[config.mk]
export PLATFORM = sky130hd
export DESIGN_NAME = mips_debug_unit_flat
export DESIGN_NICKNAME = d
export VERILOG_FILES = /design/src/rtl/mips_debug_unit_pkg.sv /design/src/rtl/mips_debug_unit_if.sv /design/src/rtl/mips_debug_unit_tx_serializer.sv /design/src/rtl/mips_debug_unit.sv /design/src/flat_wrapper.sv
export SDC_FILE = /design/constraint.sdc
export NUM_CORES = 1
export LEC_CHECK = 0
export BUFFER_PORTS_ARGS = -buffer_cell sky130_fd_sc_hd__buf_4
export CORE_AREA = 2 2 142 144
export DETAILED_ROUTE_END_ITERATION = 8
export DIE_AREA = 0 0 144 146
export PLACE_DENSITY_LB_ADDON = 0.12
export SYNTH_ARGS = -nofsm -noshare
export SYNTH_HDL_FRONTEND = slang
export SYNTH_SLANG_ARGS = --single-unit
[constraint.sdc]
create_clock -name clk -period 4.2 [get_ports clk]
set_input_delay 1.05 -clock clk [delete_from_list [all_inputs] [get_ports clk]]
set_output_delay 1.05 -clock clk [all_outputs]
set_load 0.02 [all_outputs]
[src/rtl/mips_debug_unit_pkg.sv]
// Shared definitions for the MIPS debug/sequencing controller: widths, command bytes,
// FSM state encoding and a byte-select helper.
package mips_debug_unit_pkg;

  localparam int unsigned LenData          = 32;
  localparam int unsigned LenAddr          = 8;
  localparam int unsigned NumRegs          = 8;
  localparam int unsigned DumpBytes        = 37;
  localparam int unsigned RstCyclesDefault = 2;

  localparam logic [LenData-1:0] HaltWordDefault = 32'hFFFF_FFFF;

  localparam logic [7:0] CmdLoad = 8'h4C;
  localparam logic [7:0] CmdCont = 8'h43;
  localparam logic [7:0] CmdStep = 8'h53;
  localparam logic [7:0] AckByte = 8'h4B;

  typedef enum logic [3:0] {
    StIdle     = 4'd0,
    StLoad     = 4'd1,
    StWrite    = 4'd2,
    StResetCpu = 4'd3,
    StRun      = 4'd4,
    StStep     = 4'd5,
    StTxSend   = 4'd6,
    StTxWait   = 4'd7
  } state_e;

  // sel 0 picks the most significant byte, so words stream MSB-first.
  function automatic logic [7:0] word_byte(input logic [LenData-1:0] word,
                                           input logic [1:0] sel);
    logic [7:0] b;
    unique case (sel)
      2'd0: b = word[31:24];
      2'd1: b = word[23:16];
      2'd2: b = word[15:8];
      2'd3: b = word[7:0];
    endcase
    return b;
  endfunction

endpackage

[src/rtl/mips_debug_unit_if.sv]
// Bundles the UART handshakes and the pipeline-facing debug signals of the debug unit.
interface mips_debug_unit_if;
  import mips_debug_unit_pkg::*;

  logic [7:0]         rx_data;
  logic               rx_done;
  logic               tx_done;
  logic [7:0]         tx_data;
  logic               tx_start;
  logic               halt_flag;
  logic [7:0]         in_pc;
  logic [LenData-1:0] in_reg0_recolector;
  logic [LenData-1:0] in_reg1_recolector;
  logic [LenData-1:0] in_reg2_recolector;
  logic [LenData-1:0] in_reg3_recolector;
  logic [LenData-1:0] in_reg4_recolector;
  logic [LenData-1:0] in_reg5_recolector;
  logic [LenData-1:0] in_reg6_recolector;
  logic [LenData-1:0] in_reg7_recolector;
  logic [LenData-1:0] in_mem_wire;
  logic               debug_flag;
  logic [LenAddr-1:0] out_addr_mem_inst;
  logic [LenData-1:0] out_ins_to_mem;
  logic               wea_ram_inst;
  logic               cpu_enable;
  logic               cpu_reset;
  logic [3:0]         state_leds;

  modport master (
    input  rx_data, rx_done, tx_done, halt_flag, in_pc,
    input  in_reg0_recolector, in_reg1_recolector, in_reg2_recolector, in_reg3_recolector,
    input  in_reg4_recolector, in_reg5_recolector, in_reg6_recolector, in_reg7_recolector,
    input  in_mem_wire,
    output tx_data, tx_start, debug_flag, out_addr_mem_inst, out_ins_to_mem, wea_ram_inst,
    output cpu_enable, cpu_reset, state_leds
  );

  modport slave (
    output rx_data, rx_done, tx_done, halt_flag, in_pc,
    output in_reg0_recolector, in_reg1_recolector, in_reg2_recolector, in_reg3_recolector,
    output in_reg4_recolector, in_reg5_recolector, in_reg6_recolector, in_reg7_recolector,
    output in_mem_wire,
    input  tx_data, tx_start, debug_flag, out_addr_mem_inst, out_ins_to_mem, wea_ram_inst,
    input  cpu_enable, cpu_reset, state_leds
  );

endinterface

[src/rtl/mips_debug_unit_tx_serializer.sv]
// Debug tx serializer: byte-index counter, dump byte mux and tx handshake. In ack mode the
// sequence is a single 'K' byte; otherwise it is the 37-byte PC/register/memory dump.
module mips_debug_unit_tx_serializer
  import mips_debug_unit_pkg::*;
(
  input  logic                            clk,
  input  logic                            rst_n,
  input  logic                            start,
  input  logic                            ack_mode,
  input  logic                            sending,
  input  logic                            waiting,
  input  logic                            tx_done,
  input  logic [7:0]                      pc,
  input  logic [NumRegs-1:0][LenData-1:0] regs,
  input  logic [LenData-1:0]              mem,
  output logic [7:0]                      tx_data,
  output logic                            tx_start,
  output logic                            byte_done,
  output logic                            seq_done
);

  logic [5:0] idx_q, idx_d;
  logic       ack_q, ack_d;
  logic       last;
  logic [5:0] k;
  logic [7:0] byte_sel;

  assign last      = ack_q | (idx_q == 6'(DumpBytes - 1));
  assign byte_done = waiting & tx_done;
  assign seq_done  = byte_done & last;
  assign tx_start  = sending;

  always_comb begin
    ack_d = ack_q;
    idx_d = idx_q;
    if (start) begin
      ack_d = ack_mode;
      idx_d = '0;
    end else if (byte_done) begin
      idx_d = last ? 6'd0 : idx_q + 6'd1;
    end
  end

  // Index 0 is the PC; k = idx-1 walks reg0..reg7 (k < 32) then the memory word.
  always_comb begin
    k = idx_q - 6'd1;
    if (ack_q) begin
      byte_sel = AckByte;
    end else if (idx_q == 6'd0) begin
      byte_sel = pc;
    end else if (k[5]) begin
      byte_sel = word_byte(mem, k[1:0]);
    end else begin
      byte_sel = word_byte(regs[k[4:2]], k[1:0]);
    end
  end

  // Inputs are frozen while transmitting, so the muxed byte holds until tx_done.
  assign tx_data = (sending | waiting) ? byte_sel : 8'h00;

  always_ff @(posedge clk or negedge rst_n) begin
    if (!rst_n) begin
      idx_q <= '0;
      ack_q <= 1'b0;
    end else begin
      idx_q <= idx_d;
      ack_q <= ack_d;
    end
  end

endmodule

[src/rtl/mips_debug_unit.sv]
// Debug/sequencing controller for the 5-stage MIPS pipeline: program load over UART,
// continuous or single-step execution gating, and state dump back to the host.
module mips_debug_unit
  import mips_debug_unit_pkg::*;
#(
  parameter logic [LenData-1:0] HaltWord  = HaltWordDefault,
  parameter int unsigned        RstCycles = RstCyclesDefault
) (
  input  logic              clk,
  input  logic              reset,
  mips_debug_unit_if.master bus
);

  state_e             state_q, state_d;
  logic [LenAddr-1:0] addr_q, addr_d;
  logic [LenData-1:0] word_q, word_d;
  logic [1:0]         bcnt_q, bcnt_d;
  logic [7:0]         rcnt_q, rcnt_d;
  logic               released_q;

  logic ser_start, ser_ack, byte_done, seq_done;
  logic end_of_load, is_cmd_load, is_cmd_exec, wr_en;
  logic [NumRegs-1:0][LenData-1:0] regs;

  assign regs = {bus.in_reg7_recolector, bus.in_reg6_recolector, bus.in_reg5_recolector,
                 bus.in_reg4_recolector, bus.in_reg3_recolector, bus.in_reg2_recolector,
                 bus.in_reg1_recolector, bus.in_reg0_recolector};

  assign end_of_load = (word_q == HaltWord) | (addr_q == '1);
  assign is_cmd_load = bus.rx_data == CmdLoad;
  assign is_cmd_exec = (bus.rx_data == CmdCont) | (bus.rx_data == CmdStep);

  always_ff @(posedge clk or negedge reset) begin
    if (!reset) begin
      state_q    <= StIdle;
      addr_q     <= '0;
      word_q     <= '0;
      bcnt_q     <= '0;
      rcnt_q     <= '0;
      released_q <= 1'b0;
    end else begin
      state_q    <= state_d;
      addr_q     <= addr_d;
      word_q     <= word_d;
      bcnt_q     <= bcnt_d;
      rcnt_q     <= rcnt_d;
      released_q <= 1'b1;
    end
  end

  always_comb begin
    state_d   = state_q;
    ser_start = 1'b0;
    ser_ack   = 1'b0;
    unique case (state_q)
      StIdle: begin
        if (bus.rx_done && is_cmd_load) begin
          state_d = StLoad;
        end else if (bus.rx_done && is_cmd_exec) begin
          if (bus.halt_flag) begin
            state_d   = StTxSend;
            ser_start = 1'b1;
          end else begin
            state_d = (bus.rx_data == CmdCont) ? StRun : StStep;
          end
        end
      end
      StLoad:     if (bus.rx_done && bcnt_q == 2'd3) state_d = StWrite;
      StWrite:    state_d = end_of_load ? StResetCpu : StLoad;
      StResetCpu: begin
        if (rcnt_q == 8'(RstCycles - 1)) begin
          state_d   = StTxSend;
          ser_start = 1'b1;
          ser_ack   = 1'b1;
        end
      end
      StRun: begin
        if (bus.halt_flag) begin
          state_d   = StTxSend;
          ser_start = 1'b1;
        end
      end
      StStep: begin
        state_d   = StTxSend;
        ser_start = 1'b1;
      end
      StTxSend:   state_d = StTxWait;
      StTxWait: begin
        if (seq_done) begin
          state_d = StIdle;
        end else if (byte_done) begin
          state_d = StTxSend;
        end
      end
      default:    state_d = StIdle;
    endcase
  end

  always_comb begin
    addr_d = addr_q;
    word_d = word_q;
    bcnt_d = bcnt_q;
    rcnt_d = rcnt_q;
    if (state_q == StIdle && bus.rx_done && is_cmd_load) begin
      addr_d = '0;
      bcnt_d = '0;
    end
    if (state_q == StLoad && bus.rx_done) begin
      word_d = {word_q[LenData-9:0], bus.rx_data};
      bcnt_d = bcnt_q + 2'd1;
    end
    // The last address is not incremented so the counter never wraps to 0.
    if (state_q == StWrite) begin
      if (!end_of_load) addr_d = addr_q + 1'b1;
      rcnt_d = '0;
    end
    if (state_q == StResetCpu) rcnt_d = rcnt_q + 8'd1;
  end

  assign wr_en = state_q == StWrite;

  always_comb begin
    bus.debug_flag        = (state_q == StLoad) | wr_en;
    bus.wea_ram_inst      = wr_en;
    bus.out_addr_mem_inst = wr_en ? addr_q : '0;
    bus.out_ins_to_mem    = wr_en ? word_q : '0;
    bus.cpu_enable        = ((state_q == StRun) & ~bus.halt_flag) | (state_q == StStep);
    bus.cpu_reset         = released_q & (state_q != StResetCpu);
    bus.state_leds        = state_q;
  end

  mips_debug_unit_tx_serializer u_tx_serializer (
    .clk       (clk),
    .rst_n     (reset),
    .start     (ser_start),
    .ack_mode  (ser_ack),
    .sending   (state_q == StTxSend),
    .waiting   (state_q == StTxWait),
    .tx_done   (bus.tx_done),
    .pc        (bus.in_pc),
    .regs      (regs),
    .mem       (bus.in_mem_wire),
    .tx_data   (bus.tx_data),
    .tx_start  (bus.tx_start),
    .byte_done (byte_done),
    .seq_done  (seq_done)
  );

endmodule

[src/flat_wrapper.sv]
// flat-port wrapper written by rule: the top's interface ports become plain ports
module mips_debug_unit_flat import mips_debug_unit_pkg::*;
#(
  parameter logic [LenData-1:0] HaltWord  = HaltWordDefault,
  parameter int unsigned        RstCycles = RstCyclesDefault
)
  (clk, reset, bus_rx_data, bus_rx_done, bus_tx_done, bus_halt_flag, bus_in_pc, bus_in_reg0_recolector, bus_in_reg1_recolector, bus_in_reg2_recolector, bus_in_reg3_recolector, bus_in_reg4_recolector, bus_in_reg5_recolector, bus_in_reg6_recolector, bus_in_reg7_recolector, bus_in_mem_wire, bus_tx_data, bus_tx_start, bus_debug_flag, bus_out_addr_mem_inst, bus_out_ins_to_mem, bus_wea_ram_inst, bus_cpu_enable, bus_cpu_reset, bus_state_leds);
  mips_debug_unit_if bus_i ();
  input  logic clk;
  input  logic reset;
  input wire logic [$bits(bus_i.rx_data)-1:0] bus_rx_data;
  input wire logic [$bits(bus_i.rx_done)-1:0] bus_rx_done;
  input wire logic [$bits(bus_i.tx_done)-1:0] bus_tx_done;
  input wire logic [$bits(bus_i.halt_flag)-1:0] bus_halt_flag;
  input wire logic [$bits(bus_i.in_pc)-1:0] bus_in_pc;
  input wire logic [$bits(bus_i.in_reg0_recolector)-1:0] bus_in_reg0_recolector;
  input wire logic [$bits(bus_i.in_reg1_recolector)-1:0] bus_in_reg1_recolector;
  input wire logic [$bits(bus_i.in_reg2_recolector)-1:0] bus_in_reg2_recolector;
  input wire logic [$bits(bus_i.in_reg3_recolector)-1:0] bus_in_reg3_recolector;
  input wire logic [$bits(bus_i.in_reg4_recolector)-1:0] bus_in_reg4_recolector;
  input wire logic [$bits(bus_i.in_reg5_recolector)-1:0] bus_in_reg5_recolector;
  input wire logic [$bits(bus_i.in_reg6_recolector)-1:0] bus_in_reg6_recolector;
  input wire logic [$bits(bus_i.in_reg7_recolector)-1:0] bus_in_reg7_recolector;
  input wire logic [$bits(bus_i.in_mem_wire)-1:0] bus_in_mem_wire;
  output wire logic [$bits(bus_i.tx_data)-1:0] bus_tx_data;
  output wire logic [$bits(bus_i.tx_start)-1:0] bus_tx_start;
  output wire logic [$bits(bus_i.debug_flag)-1:0] bus_debug_flag;
  output wire logic [$bits(bus_i.out_addr_mem_inst)-1:0] bus_out_addr_mem_inst;
  output wire logic [$bits(bus_i.out_ins_to_mem)-1:0] bus_out_ins_to_mem;
  output wire logic [$bits(bus_i.wea_ram_inst)-1:0] bus_wea_ram_inst;
  output wire logic [$bits(bus_i.cpu_enable)-1:0] bus_cpu_enable;
  output wire logic [$bits(bus_i.cpu_reset)-1:0] bus_cpu_reset;
  output wire logic [$bits(bus_i.state_leds)-1:0] bus_state_leds;
  assign bus_i.rx_data = bus_rx_data;
  assign bus_i.rx_done = bus_rx_done;
  assign bus_i.tx_done = bus_tx_done;
  assign bus_i.halt_flag = bus_halt_flag;
  assign bus_i.in_pc = bus_in_pc;
  assign bus_i.in_reg0_recolector = bus_in_reg0_recolector;
  assign bus_i.in_reg1_recolector = bus_in_reg1_recolector;
  assign bus_i.in_reg2_recolector = bus_in_reg2_recolector;
  assign bus_i.in_reg3_recolector = bus_in_reg3_recolector;
  assign bus_i.in_reg4_recolector = bus_in_reg4_recolector;
  assign bus_i.in_reg5_recolector = bus_in_reg5_recolector;
  assign bus_i.in_reg6_recolector = bus_in_reg6_recolector;
  assign bus_i.in_reg7_recolector = bus_in_reg7_recolector;
  assign bus_i.in_mem_wire = bus_in_mem_wire;
  assign bus_tx_data = bus_i.tx_data;
  assign bus_tx_start = bus_i.tx_start;
  assign bus_debug_flag = bus_i.debug_flag;
  assign bus_out_addr_mem_inst = bus_i.out_addr_mem_inst;
  assign bus_out_ins_to_mem = bus_i.out_ins_to_mem;
  assign bus_wea_ram_inst = bus_i.wea_ram_inst;
  assign bus_cpu_enable = bus_i.cpu_enable;
  assign bus_cpu_reset = bus_i.cpu_reset;
  assign bus_state_leds = bus_i.state_leds;
  mips_debug_unit #(.HaltWord(HaltWord), .RstCycles(RstCycles)) u_core (.clk(clk), .reset(reset), .bus(bus_i));
endmodule
==> results.sh <==
export IMPL_status="finished clean"
export IMPL_drt_pass1_iter_count=6
export IMPL_hold_class="register to register"
export IMPL_timing_final_crit_share_pct=97.13
export IMPL_grt_pass1_wl_um=44790
export IMPL_use_met3_pct=5.199
export IMPL_drc_errors=0
export IMPL_fin_worst_skew_ps=7.298
export IMPL_antenna_found_initial=1
export IMPL_design_core_area_um2=19330
export IMPL_wl_per_cell_um=21.49
export IMPL_ant_nets=0
export IMPL_grt_pass1_vias=7742
export IMPL_grt_use_met2_pct=47.24
export IMPL_fin_cells=1424
export IMPL_cts_buffer_depth=2
export IMPL_synth_edff_count=0
export IMPL_io_buffer_count=364
export IMPL_cap_violations=0
export IMPL_grt_overflow_total=0
export IMPL_drive_gt1_share_pct=44.13
export IMPL_synthCells=796
export IMPL_cts_reportedPaths_clkPinSlew_ps=50
export IMPL_synth_most_common_cell="nand2_1"
export IMPL_areaGrowthSynthToFinish_pct=54.15
export IMPL_ys_seq_area_share_pct=23.38
export IMPL_clock_latency_ps=330
export IMPL_grt_use_met1_pct=34.23
export IMPL_die_area_um2=21020
export IMPL_row_count=51
export IMPL_synth_avg_cell_area_um2=8.204
export IMPL_setup_viol=0
export IMPL_grt_total_usage_pct=27.56
export IMPL_gp_congestion=0.9128
export IMPL_holdWs_ps=525.3
export IMPL_rsz0062_at_grt="false"
export IMPL_die_height_um=146
export IMPL_io_pins=366
export IMPL_post_place_ws_ps=224.6
export IMPL_end_kind="output pin"
export IMPL_start_kind="register"
export IMPL_top_usage_layer="met2"
export IMPL_grt_max_degree=62
export IMPL_netlist_top_cells_count="nand2_1 (100), dfrtp_1 (61), o21ai_0 (52), nand3_1 (50), nor2_1 (48)"
export IMPL_dpl_hpwl_um=24420
export IMPL_fp_dieW_um=144
export IMPL_routed_wl_um=30600
export IMPL_cts_root_buf="clkbuf_16"
export IMPL_syn_num_nets=1113
export IMPL_fmax_mhz=245.1
export IMPL_setup_ws_ps=120.5
export IMPL_h_tree_depth=3
export IMPL_drt_initial_drc_count=582
export IMPL_hold_violations=0
export IMPL_nNetsFinal=1470
export IMPL_cts_made_buffers=9
export IMPL_yosysWarningCount=0
export IMPL_period_needed_ps=4080
export IMPL_yosys_area_top_type_share_pct=23.38
export IMPL_dp_cells=1393
export IMPL_clock_sinks=61
export IMPL_slew_headroom_pct=45.38
export IMPL_synth_top_area_cell="dfrtp_1"
export IMPL_postCtsHoldBufs=0
export IMPL_power_density_nw_per_um2=704.3
export IMPL_required_ps=3150
export IMPL_syn_area_um2=6530
export IMPL_tightest_slew_ps=819.3
export IMPL_vias=7938
export IMPL_fin_total_pwr_mw=7.089
export IMPL_tns_ps=0
export IMPL_ys_ff_latch=61
export IMPL_ys_types=70
export IMPL_slew_viol_final=0
export IMPL_cellLeakagePower_nw=4.827
export IMPL_fin_util_pct=52.06
export IMPL_drt_vias_per_instance=5.574
export IMPL_yosys_top_cells_area="dfrtp_1 (23%), mux2i_1 (6.9%), mux2_2 (6.4%)"
export IMPL_crit_type="register to output pin"
export IMPL_ir_drop_mv=0.4742
export IMPL_crit_fanout=13
export IMPL_fin_area_um2=10070
export IMPL_fillers=1902
export IMPL_postPlaceCellArea_um2=9580
export IMPL_async_reset_ff_share_pct=100.0
export IMPL_cts_tree="built"
export IMPL_ys_flop_type="dfrtp_1"
export IMPL_initial_core_util_pct=33.77
export IMPL_crit_arrival_ps=3030
## repair_timing
action | CTS | global route
pin swaps | 1 | 3
resized for setup | 2 | 6
setup buffers | 3 | 9
gates cloned | 0 | 2
endpoints found under the setup margin | 3 | 8
## critical path, stage by stage (launching register included)
cell and delay, ps:
dfrtp_1 350, inv_1 60, ha_1 250, buf_4 200, nor3b_4 160, buf_4 160, xnor2_4 360, buf_4 220
nand2_1 60, a32oi_1 190, a31oi_1 100, o31ai_1 370, buf_4 220
## kinds of logic (layout without fill, tap and decap cells)
kind of cell / Yosys count / after routing / share of synthesized area (%)
AO/OA/AOI/OAI: 198 / 198 / 20.21
XOR/XNOR: 15 / 16 / 2.414
adder cells (fa/ha/maj): 8 / 8 / 1.533
buffers and inverters: 83 / 444 / 6.515
flip-flops: 61 / 61 / 23.38
multiplexers: 103 / 103 / 20.75
other: 2 / 3 / 0.1150
AND/OR/NAND/NOR: 326 / 326 / 25.08
## flip-flops by register name (all words and copies together) (netlist names)
name and flops:
u_core.u_tx_serializer.ack_q 1, u_core.addr_q 8, u_core.u_tx_serializer.idx_q 6, u_core.word_q 32, u_core.bus.state_leds 3, u_core.rcnt_q 8
u_core.bcnt_q 2, u_core.released_q 1
## metal layers
metal	share of wire, %	vias to the layer above
met5	0	-
met4	3.4	0
met3	8.1	65
met2	49	349
met1	39	3784
li1	-	3740
## where the power goes
part           total, mW  switching, mW  internal (mW)
sequential          1.07          0.243          0.825
combinational       5.28           2.94           2.35
clock              0.737          0.265          0.472
## cell usage in the layout, fill, tap and decap left out, types with 11 or more instances in the layout
cell      count
a222oi_1     11
o21ai_0      52
a21oi_1      47
dfrtp_1      59
nand2_1     100
mux4_2       17
nor2_1       46
a22oi_1      13
buf_4       411
a221oi_1     11
nand3_1      50
and3_1       47
nor3_1       13
mux2i_1      45
nand4_1      17
mux2_2       37
## cell type report
cell class              instances  area (µm²)  area share, %
flip-flops and latches         61        1529          15.19
repair buffers                418        3202          31.81
clock buffers                  10       239.0          2.374
multi-input cells             653        4662          46.31
inverters                      10       37.54         0.3729
well taps                     265       331.6          3.294
clock inverters                 6       62.56         0.6215
diodes                          1       2.502        0.02486
## path summary, 6_finish.rpt
| kind | start | end | slack, ps | cells past startpoint |
|---|---|---|---|---|
| min in group asynchronous | reset | u_core.word_q[19] | 800 | 1 |
| setup / recovery | u_core.u_tx_serializer.idx_q[0] | bus_tx_data[7] | 120 | 12 |
| max in group asynchronous | reset | u_core.u_tx_serializer.idx_q[4] | 2820 | 1 |
| hold / removal | u_core.rcnt_q[7] | u_core.rcnt_q[7] | 530 | 2 |
| setup reg to reg | u_core.u_tx_serializer.idx_q[4] | u_core.bus.state_leds[1] | 1290 | 8 |
| hold reg to reg | u_core.rcnt_q[7] | u_core.rcnt_q[7] | 530 | 2 |
Power figures use the tool's default switching activity.
